==> src/rtl/isp_param_pkg.sv <==
// rtl/isp_param_pkg.sv - shared constants and commit FSM state type for isp_param_ctrl
package isp_param_pkg;

  // Register word offsets within the decoded low address window
  localparam logic [7:0] OFS_CTRL   = 8'h00;
  localparam logic [7:0] OFS_STG0   = 8'h04;
  localparam logic [7:0] OFS_STG1   = 8'h08;
  localparam logic [7:0] OFS_STATUS = 8'h0C;
  localparam logic [7:0] OFS_IRQ    = 8'h10;

  // CTRL register bit positions
  localparam int CTRL_EN      = 0;
  localparam int CTRL_COMMIT  = 1;
  localparam int CTRL_CNT_CLR = 2;
  localparam int CTRL_MASK_LO = 4;
  localparam int CTRL_MASK_HI = 5;

  // IRQ flag bit positions
  localparam int IRQ_FRAME_DONE = 0;
  localparam int IRQ_APPLY      = 1;

  // Only full-word writes are honoured
  localparam logic [2:0] HSIZE_WORD = 3'b010;

  // Commit sequencing: staging is handed to the pipeline only on a frame boundary
  typedef enum logic [1:0] {
    ST_IDLE  = 2'd0,
    ST_ARMED = 2'd1,
    ST_APPLY = 2'd2
  } commit_state_e;

endpackage

==> src/rtl/isp_param_ahb_if.sv <==
// rtl/isp_param_ahb_if.sv - AHB-Lite address/data phase capture, write strobes and read mux
module isp_param_ahb_if
  import isp_param_pkg::*;
#(
  parameter int ADDR_LSB_W = 5
) (
  input  logic        HCLK,
  input  logic        HRESETn,
  input  logic        HSEL,
  input  logic [31:0] HADDR,
  input  logic [1:0]  HTRANS,
  input  logic        HWRITE,
  input  logic [2:0]  HSIZE,
  input  logic        HREADY,
  input  logic [31:0] ctrl_rdata_i,
  input  logic [31:0] stg0_rdata_i,
  input  logic [31:0] stg1_rdata_i,
  input  logic [31:0] status_rdata_i,
  input  logic [31:0] irq_rdata_i,
  output logic        we_ctrl_o,
  output logic        we_stg0_o,
  output logic        we_stg1_o,
  output logic        we_irq_o,
  output logic [31:0] rdata_o
);

  logic                  dphase_q;
  logic [ADDR_LSB_W-1:0] addr_q;
  logic                  write_q;
  logic [2:0]            size_q;
  logic [7:0]            addr_ofs;
  logic                  wr_ok;
  logic                  rd_ok;
  logic                  unused_haddr;

  // Upper address bits alias onto the decoded window
  assign unused_haddr = ^HADDR[31:ADDR_LSB_W];

  // Capture the address phase; the data phase lasts exactly one cycle (zero wait)
  always_ff @(posedge HCLK or negedge HRESETn) begin
    if (!HRESETn) begin
      dphase_q <= 1'b0;
      addr_q   <= '0;
      write_q  <= 1'b0;
      size_q   <= '0;
    end else if (HREADY) begin
      dphase_q <= HSEL & HTRANS[1];
      if (HSEL & HTRANS[1]) begin
        addr_q  <= HADDR[ADDR_LSB_W-1:0];
        write_q <= HWRITE;
        size_q  <= HSIZE;
      end
    end
  end

  assign addr_ofs = 8'(addr_q);
  assign wr_ok    = dphase_q & write_q & (size_q == HSIZE_WORD);
  assign rd_ok    = dphase_q & ~write_q;

  assign we_ctrl_o = wr_ok & (addr_ofs == OFS_CTRL);
  assign we_stg0_o = wr_ok & (addr_ofs == OFS_STG0);
  assign we_stg1_o = wr_ok & (addr_ofs == OFS_STG1);
  assign we_irq_o  = wr_ok & (addr_ofs == OFS_IRQ);

  // Read data is driven only during a read data phase, zero otherwise
  always_comb begin
    rdata_o = '0;
    if (rd_ok) begin
      case (addr_ofs)
        OFS_CTRL:   rdata_o = ctrl_rdata_i;
        OFS_STG0:   rdata_o = stg0_rdata_i;
        OFS_STG1:   rdata_o = stg1_rdata_i;
        OFS_STATUS: rdata_o = status_rdata_i;
        OFS_IRQ:    rdata_o = irq_rdata_i;
        default:    rdata_o = '0;
      endcase
    end
  end

endmodule

==> src/rtl/isp_param_ctrl.sv <==
// rtl/isp_param_ctrl.sv - ISP parameter staging/commit controller; optional IRQ via ISP_PARAM_IRQ_EN
module isp_param_ctrl
  import isp_param_pkg::*;
#(
  parameter int FCNT_W     = 16,
  parameter int ADDR_LSB_W = 5
) (
  input  logic              HCLK,
  input  logic              HRESETn,
  input  logic              HSEL,
  input  logic [31:0]       HADDR,
  input  logic [1:0]        HTRANS,
  input  logic              HWRITE,
  input  logic [2:0]        HSIZE,
  input  logic              HREADY,
  input  logic [31:0]       HWDATA,
  output logic [31:0]       HRDATA,
  output logic              HREADYOUT,
  output logic              HRESP,
  input  logic              frame_start,
  input  logic              frame_done,
  output logic              isp_en,
  output logic [31:0]       param0,
  output logic [31:0]       param1,
  output logic              param_update,
  output logic [FCNT_W-1:0] frames_cnt
`ifdef ISP_PARAM_IRQ_EN
  ,
  output logic              irq
`endif
);

  logic              en_q;
  logic [31:0]       stg0_q;
  logic [31:0]       stg1_q;
  logic [31:0]       p0_q;
  logic [31:0]       p1_q;
  logic [FCNT_W-1:0] cnt_q;
  commit_state_e     state_q;

  logic              we_ctrl;
  logic              we_stg0;
  logic              we_stg1;
  logic              we_irq;
  logic              commit_wr;
  logic              cnt_clr;
  logic              apply_go;
  logic              frame_cnt_evt;
  logic [31:0]       ctrl_rdata;
  logic [31:0]       status_rdata;
  logic [31:0]       irq_rdata;

  isp_param_ahb_if #(
    .ADDR_LSB_W(ADDR_LSB_W)
  ) u_ahb_if (
    .HCLK           (HCLK),
    .HRESETn        (HRESETn),
    .HSEL           (HSEL),
    .HADDR          (HADDR),
    .HTRANS         (HTRANS),
    .HWRITE         (HWRITE),
    .HSIZE          (HSIZE),
    .HREADY         (HREADY),
    .ctrl_rdata_i   (ctrl_rdata),
    .stg0_rdata_i   (stg0_q),
    .stg1_rdata_i   (stg1_q),
    .status_rdata_i (status_rdata),
    .irq_rdata_i    (irq_rdata),
    .we_ctrl_o      (we_ctrl),
    .we_stg0_o      (we_stg0),
    .we_stg1_o      (we_stg1),
    .we_irq_o       (we_irq),
    .rdata_o        (HRDATA)
  );

  assign commit_wr     = we_ctrl & HWDATA[CTRL_COMMIT];
  assign cnt_clr       = we_ctrl & HWDATA[CTRL_CNT_CLR];
  assign apply_go      = (state_q == ST_ARMED) & frame_start & en_q;
  assign frame_cnt_evt = frame_done & en_q;

  // Enable bit and staging words; a staging write on the load edge lands after the load
  always_ff @(posedge HCLK or negedge HRESETn) begin
    if (!HRESETn) begin
      en_q   <= 1'b0;
      stg0_q <= '0;
      stg1_q <= '0;
    end else begin
      if (we_ctrl) en_q   <= HWDATA[CTRL_EN];
      if (we_stg0) stg0_q <= HWDATA;
      if (we_stg1) stg1_q <= HWDATA;
    end
  end

  // Commit FSM: arm on commit, load active params on the next enabled frame_start
  always_ff @(posedge HCLK or negedge HRESETn) begin
    if (!HRESETn) begin
      state_q <= ST_IDLE;
      p0_q    <= '0;
      p1_q    <= '0;
    end else begin
      case (state_q)
        ST_IDLE: begin
          if (commit_wr) state_q <= ST_ARMED;
        end
        ST_ARMED: begin
          if (apply_go) begin
            state_q <= ST_APPLY;
            p0_q    <= stg0_q;
            p1_q    <= stg1_q;
          end
        end
        ST_APPLY: begin
          state_q <= commit_wr ? ST_ARMED : ST_IDLE;
        end
        default: state_q <= ST_IDLE;
      endcase
    end
  end

  // Completed-frame counter; software clear has priority over a same-cycle increment
  always_ff @(posedge HCLK or negedge HRESETn) begin
    if (!HRESETn) begin
      cnt_q <= '0;
    end else if (cnt_clr) begin
      cnt_q <= '0;
    end else if (frame_cnt_evt) begin
      cnt_q <= cnt_q + 1'b1;
    end
  end

  assign status_rdata = (32'(cnt_q) << 16)
                      | {30'd0, state_q == ST_APPLY, state_q == ST_ARMED};

`ifdef ISP_PARAM_IRQ_EN
  logic [1:0] mask_q;
  logic [1:0] flags_q;
  logic [1:0] flags_d;
  logic       irq_q;

  // Interrupt mask lives in CTRL[5:4]
  always_ff @(posedge HCLK or negedge HRESETn) begin
    if (!HRESETn) begin
      mask_q <= '0;
    end else if (we_ctrl) begin
      mask_q <= HWDATA[CTRL_MASK_HI:CTRL_MASK_LO];
    end
  end

  // Flag next-state: W1C first, then hardware set so a set wins over a clear
  always_comb begin
    flags_d = flags_q & ~(we_irq ? HWDATA[1:0] : 2'b00);
    if (frame_cnt_evt) flags_d[IRQ_FRAME_DONE] = 1'b1;
    if (apply_go)      flags_d[IRQ_APPLY]      = 1'b1;
  end

  // Flags and a registered, masked interrupt output
  always_ff @(posedge HCLK or negedge HRESETn) begin
    if (!HRESETn) begin
      flags_q <= '0;
      irq_q   <= 1'b0;
    end else begin
      flags_q <= flags_d;
      irq_q   <= |(flags_q & mask_q);
    end
  end

  assign irq        = irq_q;
  assign ctrl_rdata = {26'd0, mask_q, 3'd0, en_q};
  assign irq_rdata  = {30'd0, flags_q};
`else
  assign ctrl_rdata = {31'd0, en_q};
  assign irq_rdata  = '0;
`endif

  assign isp_en       = en_q;
  assign param0       = p0_q;
  assign param1       = p1_q;
  assign param_update = (state_q == ST_APPLY);
  assign frames_cnt   = cnt_q;
  assign HREADYOUT    = 1'b1;
  assign HRESP        = 1'b0;

endmodule

==> config.mk <==
export PLATFORM = sky130hd
export DESIGN_NAME = isp_param_ctrl
export DESIGN_NICKNAME = d
export VERILOG_FILES = /design/src/rtl/isp_param_pkg.sv /design/src/rtl/isp_param_ahb_if.sv /design/src/rtl/isp_param_ctrl.sv
export SDC_FILE = /design/constraint.sdc
export NUM_CORES = 1
export LEC_CHECK = 0
export ABC_AREA = 1
export CAP_MARGIN = 5
export CORE_UTILIZATION = 40
export CTS_CLUSTER_DIAMETER = 100
export DETAILED_ROUTE_END_ITERATION = 8
export DONT_BUFFER_PORTS = 1
export HOLD_SLACK_MARGIN = 0.02
export SYNTH_ARGS = -nofsm -noshare
export SYNTH_HDL_FRONTEND = slang
export SYNTH_SLANG_ARGS = --single-unit
==> constraint.sdc <==
create_clock -name HCLK -period 2.55 [get_ports HCLK]
set_input_delay 0.1275 -clock HCLK [delete_from_list [all_inputs] [get_ports HCLK]]
set_output_delay 0.1275 -clock HCLK [all_outputs]
set_load 0.03 [all_outputs]
# == Yosys cells after proc, flatten, opt, wreduce, memory -nomap -nowiden ==
# Cells that the tools add are included.
# word_totals
ff_bits,157
input_bits,76
output_inout_bits,116
word_cells,48
# classes
add_sub_neg,1
n_eq_ne,8
mux,8
n_bitwise,14
reduce_logical,6
# ops
operator,count
32-bit one-hot mux with 4 select lines,1
16-bit two-way mux,2
32-bit two-way mux,1
32-bit by 2-bit bitwise OR with 32-bit output,1
16-bit by 1-bit adder with 16-bit output (second input constant),1
1-bit AND,12
5-bit by 4-bit == test with 1-bit output (second input constant),2
8-bit logical NOT,1
2-bit one-hot mux with 3 select lines,1
2-bit AND reduction,3
5-bit by 3-bit == test with 1-bit output (second input constant),1
2-bit two-way mux,2
2-bit inequality test (second input constant),2
3-bit by 2-bit == test with 1-bit output (second input constant),1
2-bit by 1-bit == test with 1-bit output (second input constant),1
2-bit == test (second input constant),1
2-bit logical NOT,1
2-bit nonzero test,1
1-bit two-way mux,1
1-bit NOT,1

# == Logic depth before layout (Yosys ltp) ==
# logic_depth
depth_word,6
depth_mapped,8
ltp_nobuf,8

# == Modules after synthesis ==
# A second synthesis with hierarchy kept.
# hier_totals
cells_unflattened,1018
hier_area_um2,8381.8
# by_module_without_submodules
mod,n_inst,cells_per_inst,area_each_um2,seq_area_each_um2
isp_param_ctrl,1,636,6184.7,3678.5
isp_param_ahb_if,1,382,2197.1,250.2

# == Worst setup path after synthesis ==
# OpenSTA, ideal clock, no wires.
# synth_path
path_type,reg-to-output
from,register u_ahb_if.addr_q[4]
to,output port HRDATA[10]
arrival_time_ns,1.618
t_required_ns,2.423
setup_slack_ns,0.805
stages_incl_launch_ff,8
cell_sequence,dfrtp_1 -> nor2_1 -> nand3_1 -> inv_2 -> buf_4 -> buf_4 -> nand2_1 -> a21oi_1
# synth_between
elab_chain_cells,3
elab_cells_between_ends,6
cone_classes,3 x eq/ne; 2 x mux; 1 x reduce/logical
# synth_rtl
item,line,text
start: declaration,isp_param_ahb_if.sv:28,logic [ADDR_LSB_W-1:0] addr_q;
start signal: assignment,isp_param_ahb_if.sv:49,addr_q <= HADDR[ADDR_LSB_W-1:0];
5-bit by 4-bit == test with 1-bit output (tied with other cells),isp_param_ahb_if.sv:69,case (addr_ofs)
32-bit one-hot mux with 4 select lines (*),isp_param_ahb_if.sv:69,
32-bit two-way mux (*),isp_param_ahb_if.sv:68,if (rd_ok) begin
end: declaration,isp_param_ctrl.sv:17,"output logic [31:0] HRDATA,"
# Every way passes the cells marked *; elsewhere a longest branch is shown, timed or not.

# == Worst setup path after layout ==
# layout_path
from,register u_ahb_if.addr_q[1]
to,output port HRDATA[11]
# The elaborated chain is that of the path after synthesis.

==> impl_metrics.ini <==
[power_and_ir_drop]
switching_share_pct = 32.91
combPwrFrac_pct = 11.7
p_clk_share_pct = 36.1
seqPwrFrac_pct = 52.2
power_density_nw_per_um2 = 819.8
power.leakage_nw = 4.597
p_int_w = 0.004564
peakVddDrop_mv = 0.5298
power_switching_w = 0.002238

[cts]
holdBufCountCts = 43
path_clk_slew_ns = 0.06
clock_sinks = 157
clk_latency_ns = 0.42
postCtsSetupRepairBufs = 0
cts_tree = done
cts_resized = 0
root_buffer = clkbuf_16
htreeDepth = 4
clockBufferDepth = 2
numCtsBuffers = 17

[run_status]
status = complete, but fails checks
violations = negative hold slack

[final_layout]
area_growth_pct = 18.77
finish.utilization_pct = 49.34
nNetsFinal = 970
layout-drive-gt1-share_pct = 8.195
layout_commonest_cell = nand2_1
antenna_cells = 0
design_area_sq_um = 8298
most-common-layout-cells = 270 x nand2_1, 157 x dfrtp_1, 107 x inv_1

[floorplan]
die_area_sq_um = 18000
initial_core_util_pct = 41.54
num_rows = 47
core_area_sq_um = 16820
die_h_um = 134.2
die_w_um = 134.2
ios = 192

[timing]
setup_viol = 0
skew_ns = 0.006994
relSlewSlack_pct = 52.24
rsz0062_at_grt = false
finalCriticalPeriod_ns = 2.303
worstMarginPinSlew_ns = 0.7158
finalCritPeriodShare_pct = 90.32
finalSetupTns_ns = 0
hold_violations = 157
fin_hold_ws_ns = -0.6037
max_freq_ghz = 0.4342
finalMaxSlewViolations = 0

[global_route]
grt_antenna_before_repair = 0
grtUsageMet1_pct = 27.61
grt.overflow.total = 0
grt_pass1_vias = 5461
met3_usage_pct = 7.067
gr-max-usage-layer = met2
grt_usage_pct = 21.45
grt_pass1_wl_um = 29260
grt_max_degree = 158
grt_use_met2_pct = 33.91

[synth]
syn_area_sq_um = 6987
yosysWarnings = 0
synth-seq-cells = 157
synth-seq-area-share_pct = 56.23
syn_nets = 917
postSynthCellCount = 840
synth_cell_type_count = 35
synth.avg_cell_area_sq_um = 8.318

[critical_path]
worstPathArrival_ns = 2.18
cp_max_fo = 19
cp-end-kind = output port
start_kind = flip-flop
cp.required_ns = 2.42
path_class = flip-flop to output port

[drt]
antenna_left = 0
drt_pass1_iterations = 5
drt_iter0_markers = 397
routed_wl_um = 18230
via_per_inst = 4.963
vias = 5574
drc_errors = 0
wl_per_cell_um = 16.23

[placement]
post_dp_cell_area_sq_um = 7312
port_buffers = 0
dp_hpwl_um = 11910
gp_congestion = 0.8231

[min_path]
min_path_type = input pin to asynchronous set/reset pin

[run]
cap_viol_max_count = 0
## cells in the mapped netlist
master	n	area share (%)
buf_1	3	0.16
o21bai_1	3	0.32
nand3_2	1	0.14
nand2_4	1	0.16
o21ai_1	36	2.6
nor2_1	46	2.5
nand3_4	1	0.25
xnor2_1	1	0.13
dfrtp_1	157	56
mux2_2	6	0.97
xor2_1	1	0.13
nand3_1	11	0.79
and2_1	1	0.090
a21oi_1	18	1.3
conb_1	2	0.11
nor3_1	3	0.21
buf_2	19	1.4
clkinv_2	1	0.072
clkinv_1	1	0.054
nor3_4	1	0.23
nor2_4	2	0.32
o21ai_0	95	6.8
nand2_2	1	0.090
nor3b_1	1	0.11
or2_2	1	0.090
inv_2	1	0.054
and3_1	1	0.090
buf_6	4	0.64
buf_4	4	0.43
ha_1	1	0.18
clkbuf_1	11	0.59
nand4_1	23	2.1
inv_1	107	5.7
nand2_1	270	15
o211ai_1	5	0.54
## path summary, 6_finish.rpt
| kind | from | endpoint | slack, ns | cells past startpoint |
|---|---|---|---|---|
| worst min register to register | stg0_q[17] | stg0_q[17] | 0.48 | 2 |
| min in group HCLK | frame_done | frames_cnt[1] | 0.21 | 5 |
| worst min-delay path | HRESETn | param0[13] | -0.60 | 0 |
| worst max-delay path | u_ahb_if.addr_q[1] | HRDATA[11] | 0.25 | 7 |
| worst max register to register | u_ahb_if.addr_q[1] | stg1_q[18] | 0.63 | 6 |
| max in group asynchronous | HRESETn | param1[17] | 2.94 | 0 |
## sequential cells by signal (all words and copies together) (netlist names)
| name | flops |
|---|---|
| frames_cnt | 16 |
| isp_en | 1 |
| param0 | 32 |
| param1 | 32 |
| state_q | 2 |
| stg0_q | 32 |
| stg1_q | 32 |
| u_ahb_if.addr_q | 5 |
| u_ahb_if.dphase_q | 1 |
| u_ahb_if.size_q | 3 |
| u_ahb_if.write_q | 1 |
## worst max-delay path, cell delays in order, from the launching register on
cell and delay [ns]:
dfrtp_1 0.40, nor2_4 0.30, nand3_1 0.17, inv_2 0.09
buf_4 0.28, nand2_1 0.11, a21oi_1 0.18, buf_4 0.19
## metal layers
metal	vias up	share of wire [%]
met1	2627	44
met2	181	47
met5	-	0
li1	2749	-
met4	0	1.3
met3	17	7.3
## power by group through the flow
stage | Combinational (W) | Sequential, W | Clock, W
after floorplan | 0.000594 | 0.00347 | 0
after global placement | 0.000725 | 0.00360 | 0
after detailed placement | 0.000743 | 0.00360 | 0
after CTS | 0.000803 | 0.00356 | 0.00252
after global routing | 0.000937 | 0.00360 | 0.00260
final | 0.000798 | 0.00355 | 0.00245
## through the flow
| stage | hold WS (ns) | instances | power (W) | setup slack, ns |
|---|---|---|---|---|
| 2_1_floorplan | -0.1681 | 840 | 0.004060 | 0.8048 |
| 3_3_place_gp | -0.1640 | 1051 | 0.004320 | 0.6484 |
| 3_5_place_dp | -0.1652 | 1051 | 0.004344 | 0.6009 |
| 4_1_cts | -0.6300 | 1123 | 0.006880 | 0.2331 |
| 5_1_grt | -0.6296 | 1123 | 0.007132 | 0.08051 |
| 6_report | -0.6037 | 1123 | 0.006802 | 0.2469 |
## layout make-up
| type | count | area, sq um |
|---|---|---|
| multi-input combinational | 532 | 2429 |
| tap | 220 | 275.3 |
| sequential | 157 | 3929 |
| clock buffer | 22 | 464.2 |
| clock inverter | 7 | 91.34 |
| timing repair buffer | 75 | 695.7 |
| fill | 1658 | 8521 |
| inverter | 110 | 414.1 |
## cell families (layout without fill, tap and decap cells)
logic type	after synthesis	in the layout	synth area share, %
other	2	2	0.1075
and+or+nand+nor	364	364	21.62
DFF	157	157	56.23
muxes	6	6	0.9670
AOI/OAI and AO/OA	157	157	11.53
adders and majority gates	1	1	0.1791
buffers and inverters	151	214	9.115
xor gates and xnor gates	2	2	0.2508
(Power assumes the default switching activity.)
